$ cat config.mk
export PLATFORM = sky130hd
export DESIGN_NAME = mem_port_arbiter_flat
export DESIGN_NICKNAME = d
export VERILOG_FILES = /design/src/rtl/mem_port_arbiter_if.sv /design/src/rtl/mem_port_arbiter.sv /design/src/flat_wrapper.sv
export SDC_FILE = /design/constraint.sdc
export NUM_CORES = 1
export LEC_CHECK = 0
export CORE_AREA = 2 2 109 111
export CTS_CLUSTER_SIZE = 12
export DETAILED_ROUTE_END_ITERATION = 10
export DIE_AREA = 0 0 111 113
export HOLD_SLACK_MARGIN = 0.15
export PLACE_DENSITY_LB_ADDON = 0.2
export SLEW_MARGIN = 0
export SYNTH_ARGS = -nofsm -noshare
export SYNTH_HDL_FRONTEND = slang
export SYNTH_SLANG_ARGS = --single-unit
export TNS_END_PERCENT = 30
$ cat constraint.sdc
create_clock -name i_clk -period 4.05 [get_ports i_clk]
set_input_delay 0.405 -clock i_clk [delete_from_list [all_inputs] [get_ports i_clk]]
set_output_delay 0.405 -clock i_clk [all_outputs]
set_load 0.02 [all_outputs]
$ cat src/rtl/mem_port_arbiter_if.sv
// Bus bundle for the unified memory port arbiter: IF requester, LSU requester and memory side.
// slave = arbiter side, master = the surrounding pipeline/memory (or a testbench).
interface mem_port_arbiter_if #(
  parameter int AW = 32,
  parameter int DW = 32
);
  // Fetch requester
  logic          i_if_req;
  logic [AW-1:0] i_if_addr;
  logic          i_flush_if;
  logic          o_if_ack;
  logic [DW-1:0] o_if_rdata;
  logic          o_if_stall;

  // Load/store requester
  logic          i_lsu_req;
  logic          i_lsu_we;
  logic [AW-1:0] i_lsu_addr;
  logic [DW-1:0] i_lsu_wdata;
  logic [3:0]    i_lsu_bmask;
  logic          o_lsu_ack;
  logic [DW-1:0] o_lsu_rdata;
  logic          o_lsu_stall;

  // Memory side
  logic          o_mem_req;
  logic          o_mem_we;
  logic [AW-1:0] o_mem_addr;
  logic [DW-1:0] o_mem_wdata;
  logic [3:0]    o_mem_bmask;
  logic [DW-1:0] i_mem_rdata;
  logic          i_mem_ack;

  // Status / debug
  logic          o_err;
  logic [1:0]    o_dbg_state;

  modport slave (
    input  i_if_req, i_if_addr, i_flush_if,
    output o_if_ack, o_if_rdata, o_if_stall,
    input  i_lsu_req, i_lsu_we, i_lsu_addr, i_lsu_wdata, i_lsu_bmask,
    output o_lsu_ack, o_lsu_rdata, o_lsu_stall,
    output o_mem_req, o_mem_we, o_mem_addr, o_mem_wdata, o_mem_bmask,
    input  i_mem_rdata, i_mem_ack,
    output o_err, o_dbg_state
  );

  modport master (
    output i_if_req, i_if_addr, i_flush_if,
    input  o_if_ack, o_if_rdata, o_if_stall,
    output i_lsu_req, i_lsu_we, i_lsu_addr, i_lsu_wdata, i_lsu_bmask,
    input  o_lsu_ack, o_lsu_rdata, o_lsu_stall,
    input  o_mem_req, o_mem_we, o_mem_addr, o_mem_wdata, o_mem_bmask,
    output i_mem_rdata, i_mem_ack,
    input  o_err, o_dbg_state
  );
endinterface

$ cat src/rtl/mem_port_arbiter.sv
// Single-port memory arbiter between instruction fetch and load/store, MEM priority with burst limiter.
// Optional ack watchdog enabled by defining MEM_ARB_TIMEOUT_EN.
//
// Handshake: a requester holds req (and its address/data) until its 1-cycle ack pulse; the
// arbiter holds o_mem_req and all memory outputs stable until the 1-cycle i_mem_ack pulse.
module mem_port_arbiter #(
  parameter int AW            = 32,
  parameter int DW            = 32,
  parameter int MAX_MEM_BURST = 4,
  parameter int TIMEOUT       = 255
) (
  input  logic                i_clk,
  input  logic                i_reset,
  mem_port_arbiter_if.slave   bus
);

  typedef enum logic [1:0] {
    IDLE     = 2'd0,
    BUSY_IF  = 2'd1,
    BUSY_LSU = 2'd2,
    DRAIN_IF = 2'd3
  } state_t;

  localparam int BW = (MAX_MEM_BURST < 2) ? 1 : $clog2(MAX_MEM_BURST + 1);
  localparam logic [BW-1:0] BURST_MAX = BW'(MAX_MEM_BURST);

  state_t        state;
  state_t        state_nxt;
  logic [BW-1:0] burst_cnt;

  logic          mem_req;
  logic          mem_we;
  logic [AW-1:0] mem_addr;
  logic [DW-1:0] mem_wdata;
  logic [3:0]    mem_bmask;

  logic          if_ok;
  logic          grant_lsu;
  logic          grant_if;
  logic          done;
  logic          tmo;
  logic          err;
  logic          if_ack;
  logic          lsu_ack;
  logic [DW-1:0] if_rdata;
  logic [DW-1:0] lsu_rdata;

  assign if_ok = bus.i_if_req & ~bus.i_flush_if;

`ifdef MEM_ARB_TIMEOUT_EN
  localparam int TW = (TIMEOUT < 2) ? 1 : $clog2(TIMEOUT + 1);

  logic [TW-1:0] wd_cnt;
  logic          err_q;

  // Counts cycles spent waiting on the memory; restarts every time the arbiter is idle.
  always_ff @(posedge i_clk) begin
    if (i_reset) begin
      wd_cnt <= '0;
      err_q  <= 1'b0;
    end else begin
      if (state == IDLE) wd_cnt <= '0;
      else               wd_cnt <= wd_cnt + 1'b1;
      if (tmo) err_q <= 1'b1;
    end
  end

  assign tmo = (state != IDLE) && !bus.i_mem_ack && (wd_cnt == TW'(TIMEOUT - 1));
  assign err = err_q;
`else
  assign tmo = 1'b0;
  assign err = 1'b0;
`endif

  always_comb begin
    state_nxt = state;
    grant_lsu = 1'b0;
    grant_if  = 1'b0;
    done      = 1'b0;
    if_ack    = 1'b0;
    lsu_ack   = 1'b0;
    if_rdata  = '0;
    lsu_rdata = '0;
    case (state)
      IDLE: begin
        // The burst limiter only bites when a fetch could actually be granted this cycle.
        if (bus.i_lsu_req && !(if_ok && (burst_cnt == BURST_MAX))) begin
          grant_lsu = 1'b1;
          state_nxt = BUSY_LSU;
        end else if (if_ok) begin
          grant_if  = 1'b1;
          state_nxt = BUSY_IF;
        end
      end
      BUSY_IF: begin
        if (bus.i_mem_ack) begin
          done      = 1'b1;
          state_nxt = IDLE;
          if (!bus.i_flush_if) begin
            if_ack   = 1'b1;
            if_rdata = bus.i_mem_rdata;
          end
        end else if (tmo) begin
          done      = 1'b1;
          state_nxt = IDLE;
          if_ack    = !bus.i_flush_if;
        end else if (bus.i_flush_if) begin
          state_nxt = DRAIN_IF;
        end
      end
      BUSY_LSU: begin
        if (bus.i_mem_ack || tmo) begin
          done      = 1'b1;
          state_nxt = IDLE;
          lsu_ack   = 1'b1;
          if (bus.i_mem_ack) lsu_rdata = bus.i_mem_rdata;
        end
      end
      DRAIN_IF: begin
        if (bus.i_mem_ack || tmo) begin
          done      = 1'b1;
          state_nxt = IDLE;
        end
      end
      default: state_nxt = IDLE;
    endcase
  end

  always_ff @(posedge i_clk) begin
    if (i_reset) begin
      state     <= IDLE;
      mem_req   <= 1'b0;
      mem_we    <= 1'b0;
      mem_addr  <= '0;
      mem_wdata <= '0;
      mem_bmask <= 4'h0;
      burst_cnt <= '0;
    end else begin
      state <= state_nxt;
      if (grant_lsu) begin
        mem_req   <= 1'b1;
        mem_we    <= bus.i_lsu_we;
        mem_addr  <= bus.i_lsu_addr;
        mem_wdata <= bus.i_lsu_wdata;
        mem_bmask <= bus.i_lsu_bmask;
      end else if (grant_if) begin
        mem_req   <= 1'b1;
        mem_we    <= 1'b0;
        mem_addr  <= bus.i_if_addr;
        mem_wdata <= '0;
        mem_bmask <= 4'hF;
      end else if (done) begin
        mem_req   <= 1'b0;
      end
      // A granted LSU implies i_if_req is high here, so only pending-fetch grants are counted.
      if (!bus.i_if_req || grant_if) begin
        burst_cnt <= '0;
      end else if (grant_lsu && (burst_cnt != BURST_MAX)) begin
        burst_cnt <= burst_cnt + 1'b1;
      end
    end
  end

  assign bus.o_if_ack    = if_ack;
  assign bus.o_if_rdata  = if_rdata;
  assign bus.o_if_stall  = bus.i_if_req & ~if_ack;
  assign bus.o_lsu_ack   = lsu_ack;
  assign bus.o_lsu_rdata = lsu_rdata;
  assign bus.o_lsu_stall = bus.i_lsu_req & ~lsu_ack;
  assign bus.o_mem_req   = mem_req;
  assign bus.o_mem_we    = mem_we;
  assign bus.o_mem_addr  = mem_addr;
  assign bus.o_mem_wdata = mem_wdata;
  assign bus.o_mem_bmask = mem_bmask;
  assign bus.o_err       = err;
  assign bus.o_dbg_state = state;

  // Structural invariants of the port.
  a_cfg: assert property (@(posedge i_clk) (MAX_MEM_BURST >= 1) && (TIMEOUT >= 1));
  a_ack_excl: assert property (@(posedge i_clk) disable iff (i_reset) !(if_ack && lsu_ack));
  a_req_state: assert property (@(posedge i_clk) disable iff (i_reset) mem_req == (state != IDLE));
  a_hold: assert property (@(posedge i_clk) disable iff (i_reset)
    (mem_req && !done) |=> ($stable(mem_addr) && $stable(mem_wdata) && $stable(mem_we)
                            && $stable(mem_bmask) && mem_req));

endmodule
$ cat src/flat_wrapper.sv
// flat-port wrapper written by rule: the top's interface ports become plain ports
module mem_port_arbiter_flat 
#(
  parameter int AW            = 32,
  parameter int DW            = 32,
  parameter int MAX_MEM_BURST = 4,
  parameter int TIMEOUT       = 255
)
  (i_clk, i_reset, bus_i_if_req, bus_i_if_addr, bus_i_flush_if, bus_o_if_ack, bus_o_if_rdata, bus_o_if_stall, bus_i_lsu_req, bus_i_lsu_we, bus_i_lsu_addr, bus_i_lsu_wdata, bus_i_lsu_bmask, bus_o_lsu_ack, bus_o_lsu_rdata, bus_o_lsu_stall, bus_o_mem_req, bus_o_mem_we, bus_o_mem_addr, bus_o_mem_wdata, bus_o_mem_bmask, bus_i_mem_rdata, bus_i_mem_ack, bus_o_err, bus_o_dbg_state);
  mem_port_arbiter_if #(.AW(AW), .DW(DW)) bus_i ();
  input  logic i_clk;
  input  logic i_reset;
  input wire logic [$bits(bus_i.i_if_req)-1:0] bus_i_if_req;
  input wire logic [$bits(bus_i.i_if_addr)-1:0] bus_i_if_addr;
  input wire logic [$bits(bus_i.i_flush_if)-1:0] bus_i_flush_if;
  output wire logic [$bits(bus_i.o_if_ack)-1:0] bus_o_if_ack;
  output wire logic [$bits(bus_i.o_if_rdata)-1:0] bus_o_if_rdata;
  output wire logic [$bits(bus_i.o_if_stall)-1:0] bus_o_if_stall;
  input wire logic [$bits(bus_i.i_lsu_req)-1:0] bus_i_lsu_req;
  input wire logic [$bits(bus_i.i_lsu_we)-1:0] bus_i_lsu_we;
  input wire logic [$bits(bus_i.i_lsu_addr)-1:0] bus_i_lsu_addr;
  input wire logic [$bits(bus_i.i_lsu_wdata)-1:0] bus_i_lsu_wdata;
  input wire logic [$bits(bus_i.i_lsu_bmask)-1:0] bus_i_lsu_bmask;
  output wire logic [$bits(bus_i.o_lsu_ack)-1:0] bus_o_lsu_ack;
  output wire logic [$bits(bus_i.o_lsu_rdata)-1:0] bus_o_lsu_rdata;
  output wire logic [$bits(bus_i.o_lsu_stall)-1:0] bus_o_lsu_stall;
  output wire logic [$bits(bus_i.o_mem_req)-1:0] bus_o_mem_req;
  output wire logic [$bits(bus_i.o_mem_we)-1:0] bus_o_mem_we;
  output wire logic [$bits(bus_i.o_mem_addr)-1:0] bus_o_mem_addr;
  output wire logic [$bits(bus_i.o_mem_wdata)-1:0] bus_o_mem_wdata;
  output wire logic [$bits(bus_i.o_mem_bmask)-1:0] bus_o_mem_bmask;
  input wire logic [$bits(bus_i.i_mem_rdata)-1:0] bus_i_mem_rdata;
  input wire logic [$bits(bus_i.i_mem_ack)-1:0] bus_i_mem_ack;
  output wire logic [$bits(bus_i.o_err)-1:0] bus_o_err;
  output wire logic [$bits(bus_i.o_dbg_state)-1:0] bus_o_dbg_state;
  assign bus_i.i_if_req = bus_i_if_req;
  assign bus_i.i_if_addr = bus_i_if_addr;
  assign bus_i.i_flush_if = bus_i_flush_if;
  assign bus_o_if_ack = bus_i.o_if_ack;
  assign bus_o_if_rdata = bus_i.o_if_rdata;
  assign bus_o_if_stall = bus_i.o_if_stall;
  assign bus_i.i_lsu_req = bus_i_lsu_req;
  assign bus_i.i_lsu_we = bus_i_lsu_we;
  assign bus_i.i_lsu_addr = bus_i_lsu_addr;
  assign bus_i.i_lsu_wdata = bus_i_lsu_wdata;
  assign bus_i.i_lsu_bmask = bus_i_lsu_bmask;
  assign bus_o_lsu_ack = bus_i.o_lsu_ack;
  assign bus_o_lsu_rdata = bus_i.o_lsu_rdata;
  assign bus_o_lsu_stall = bus_i.o_lsu_stall;
  assign bus_o_mem_req = bus_i.o_mem_req;
  assign bus_o_mem_we = bus_i.o_mem_we;
  assign bus_o_mem_addr = bus_i.o_mem_addr;
  assign bus_o_mem_wdata = bus_i.o_mem_wdata;
  assign bus_o_mem_bmask = bus_i.o_mem_bmask;
  assign bus_i.i_mem_rdata = bus_i_mem_rdata;
  assign bus_i.i_mem_ack = bus_i_mem_ack;
  assign bus_o_err = bus_i.o_err;
  assign bus_o_dbg_state = bus_i.o_dbg_state;
  mem_port_arbiter #(.AW(AW), .DW(DW), .MAX_MEM_BURST(MAX_MEM_BURST), .TIMEOUT(TIMEOUT)) u_core (.i_clk(i_clk), .i_reset(i_reset), .bus(bus_i));
endmodule
==> flow_summary.json <==
{
  "status": "complete, no violations",
  "io_pins": 280,
  "p_leak_uw": 0.00255,
  "hold_path_class": "reg -> reg",
  "ys_ff_latch": 75,
  "cts-resized-gates": 0,
  "maxSlewViolCount": 0,
  "clockBufferDepth": 2,
  "yosysMostFrequentCell": "dfxtp_1",
  "hold_path_depth": 2,
  "start_util_pct": 31.8,
  "worstMarginPinSlew_ns": 0.931,
  "seq_area_um2": 1500,
  "cts_max_level": 3,
  "postCtsSetupBuffers": 0,
  "cts_root_buffer": "clkbuf_16",
  "io_buffer_count": 278,
  "cp_data_required_time_ns": 3.64,
  "syn_inst": 416,
  "setup_viol": 0,
  "crit_path_max_incr_delay_ns": 0.62,
  "dp_slack_ns": 1.25,
  "place_hpwl_um": 9740,
  "start_kind": "input port",
  "die_area_um2": 12500,
  "fill_cells": 985,
  "dr_total_vias": 3984,
  "grt_max_degree": 48,
  "antenna_found_initial": 0,
  "dp.cells": 809,
  "grt_pass1_wl_um": 20800,
  "syn_avg_cell_area_um2": 8.62,
  "crit_fanout": 34,
  "drt-total-wl_um": 13000,
  "synth-seq-area-share_pct": 41.9,
  "hold_slack_ns": 0.478,
  "cts-buffers-inserted": 9,
  "die_y_um": 113,
  "avgViaCountPerCell": 4.83,
  "fp-row-count": 39,
  "synthDistinctLibCells": 34,
  "crit_type": "in -> out",
  "r2r_cells": 7,
  "syn_area_um2": 3580,
  "fin_crit_ns": 2.77,
  "fin_setup_tns_ns": 0,
  "drc": 0,
  "nNetsFinal": 818,
  "ir_worst_vdd_v": 0.000260,
  "clock-sinks": 75,
  "track_usage_pct": 20.5,
  "synth.largest_area_cell": "dfxtp_1",
  "fin_cells": 825,
  "finalCritPeriodShare_pct": 68.4,
  "end_kind": "output port",
  "core_um2": 11300,
  "synthArstFlopShare_pct": 0,
  "synthTopCellsByCount": "dfxtp_1, nor2_1, and2_1",
  "yosys_warnings": 0,
  "multi_input_area_um2": 1890,
  "cp_common_cell": "clkdlybuf4s50_1",
  "drive_gt1_share_pct": 10.3,
  "finalHoldViolations": 0,
  "max_freq_ghz": 0.361,
  "ys.flop_type": "dfxtp_1",
  "p_total_uw": 2400,
  "max-cap-violations": 0,
  "path_clk_slew_ns": 0.06,
  "gr-total-overflow": 0,
  "fin_worst_skew_ns": 0.0107,
  "worstPathCellList": "clkdlybuf4s50_1 -> inv_1 -> nor4b_4 -> buf_4 -> and2_1 -> clkdlybuf4s50_1",
  "syn_nets": 557,
  "relSlewSlack_pct": 37.7,
  "synth_top_area_share_pct": 41.9,
  "drt_iter0_drc": 166,
  "setup_ws_ns": 1.28,
  "crit_slowest_cell": "clkdlybuf4s50_1",
  "tritoncts": "yes",
  "power_density_nw_per_um2": 354,
  "wl_per_cell_um": 15.8,
  "rsz0062_at_grt": "false",
  "dr.pass1.iters": 4,
  "place_congestion": 0.794,
  "yosys-top-cells-area": "dfxtp_1, and2_1, nor2_1",
  "holdBufCountCts": 0,
  "die_w_um": 111,
  "clkLatencyLatePin_ns": 0.33,
  "synth_edf_count": 0,
  "drtAntennaViolNets": 0,
  "cp.arrival_ns": 2.37,
  "syn_to_final_growth_pct": 88.8,
  "num_antenna_cells": 0,
  "grt_pass1_vias": 4126
}
-- final timing paths --
check,from,to,slack [ns]
setup / recovery,bus_i_mem_ack,bus_o_if_rdata[1],1.28
hold / removal,u_core.burst_cnt[1]$_SDFFE_PP0P_,u_core.burst_cnt[1]$_SDFFE_PP0P_,0.48
setup reg to reg,u_core.burst_cnt[0]$_SDFFE_PP0P_,u_core.bus.o_mem_addr[29]$_SDFFE_PP0P_,2.00
hold reg to reg,u_core.burst_cnt[1]$_SDFFE_PP0P_,u_core.burst_cnt[1]$_SDFFE_PP0P_,0.48
-- where the power goes --
part	internal (uW)	total, uW	switching, uW
combinational	340	666	326
clock	551	894	343
sequential	802	837	35.1
-- cell type report --
type / count / share of cell area [%]
repair buffers: 286 / 42.1
multi-input cells: 300 / 27.9
well taps: 143 / 2.64
clock inverters: 7 / 1.55
flip-flops and latches: 75 / 22.2
clock buffers: 9 / 3.33
inverters: 5 / 0.277
-- metal layers --
layer / part of all wire, % / global-route usage, % / wire length, um
met5: 0 / 0 / 0
met4: 1.9 / 5.58 / 245
met3: 7.7 / 7.39 / 1010
met2: 51 / 37.3 / 6600
met1: 40 / 22.7 / 5150
-- through the flow --
step / util, % / cell area, um^2
final: 60.0 / 6770
after global routing: 60.0 / 6770
after CTS: 60.0 / 6770
after detailed placement: 57.1 / 6440
after global placement: 57.1 / 6440
after floorplan: - / 3580
-- critical path, delay by kind of cell --
kind	cells	cell delay [ns]
AND/OR/NAND/NOR	2	0.37
buffers and inverters	4	1.57
-- flip-flops by register name, indices dropped and copies added, names as in the netlist --
register and count:
u_core.bus.o_mem_bmask 4, u_core.bus.o_mem_addr 32, u_core.bus.o_dbg_state 2, u_core.burst_cnt 3
u_core.bus.o_mem_req 1, u_core.bus.o_mem_we 1, u_core.bus.o_mem_wdata 32
-- placed cells by master, fill, tap and decap left out, types with 2 or more instances in the layout --
cell,n
o22ai_1,4
bufinv_16,2
o21ai_0,2
a21oi_2,20
inv_6,3
nor2_1,73
nand2_1,37
nor2b_1,2
clkbuf_16,9
a22oi_1,33
clkdlybuf4s50_1,277
dfxtp_1,75
and2_1,64
inv_1,5
a21oi_1,15
buf_4,7
a211oi_2,20
ha_1,2
a211oi_1,12
-- cells by family (layout without fill, tap and decap cells) --
family	count (synthesis)	in the layout	synth area share, %
flops	75	75	41.9
other cells	1	1	0.105
buf+inv	41	307	6.11
compound gates	110	110	25.3
fa+ha+maj	2	2	0.698
xor+xnor	1	1	0.244
simple gates	186	186	25.6
Note: power is estimated with default switching activity, not from simulation.
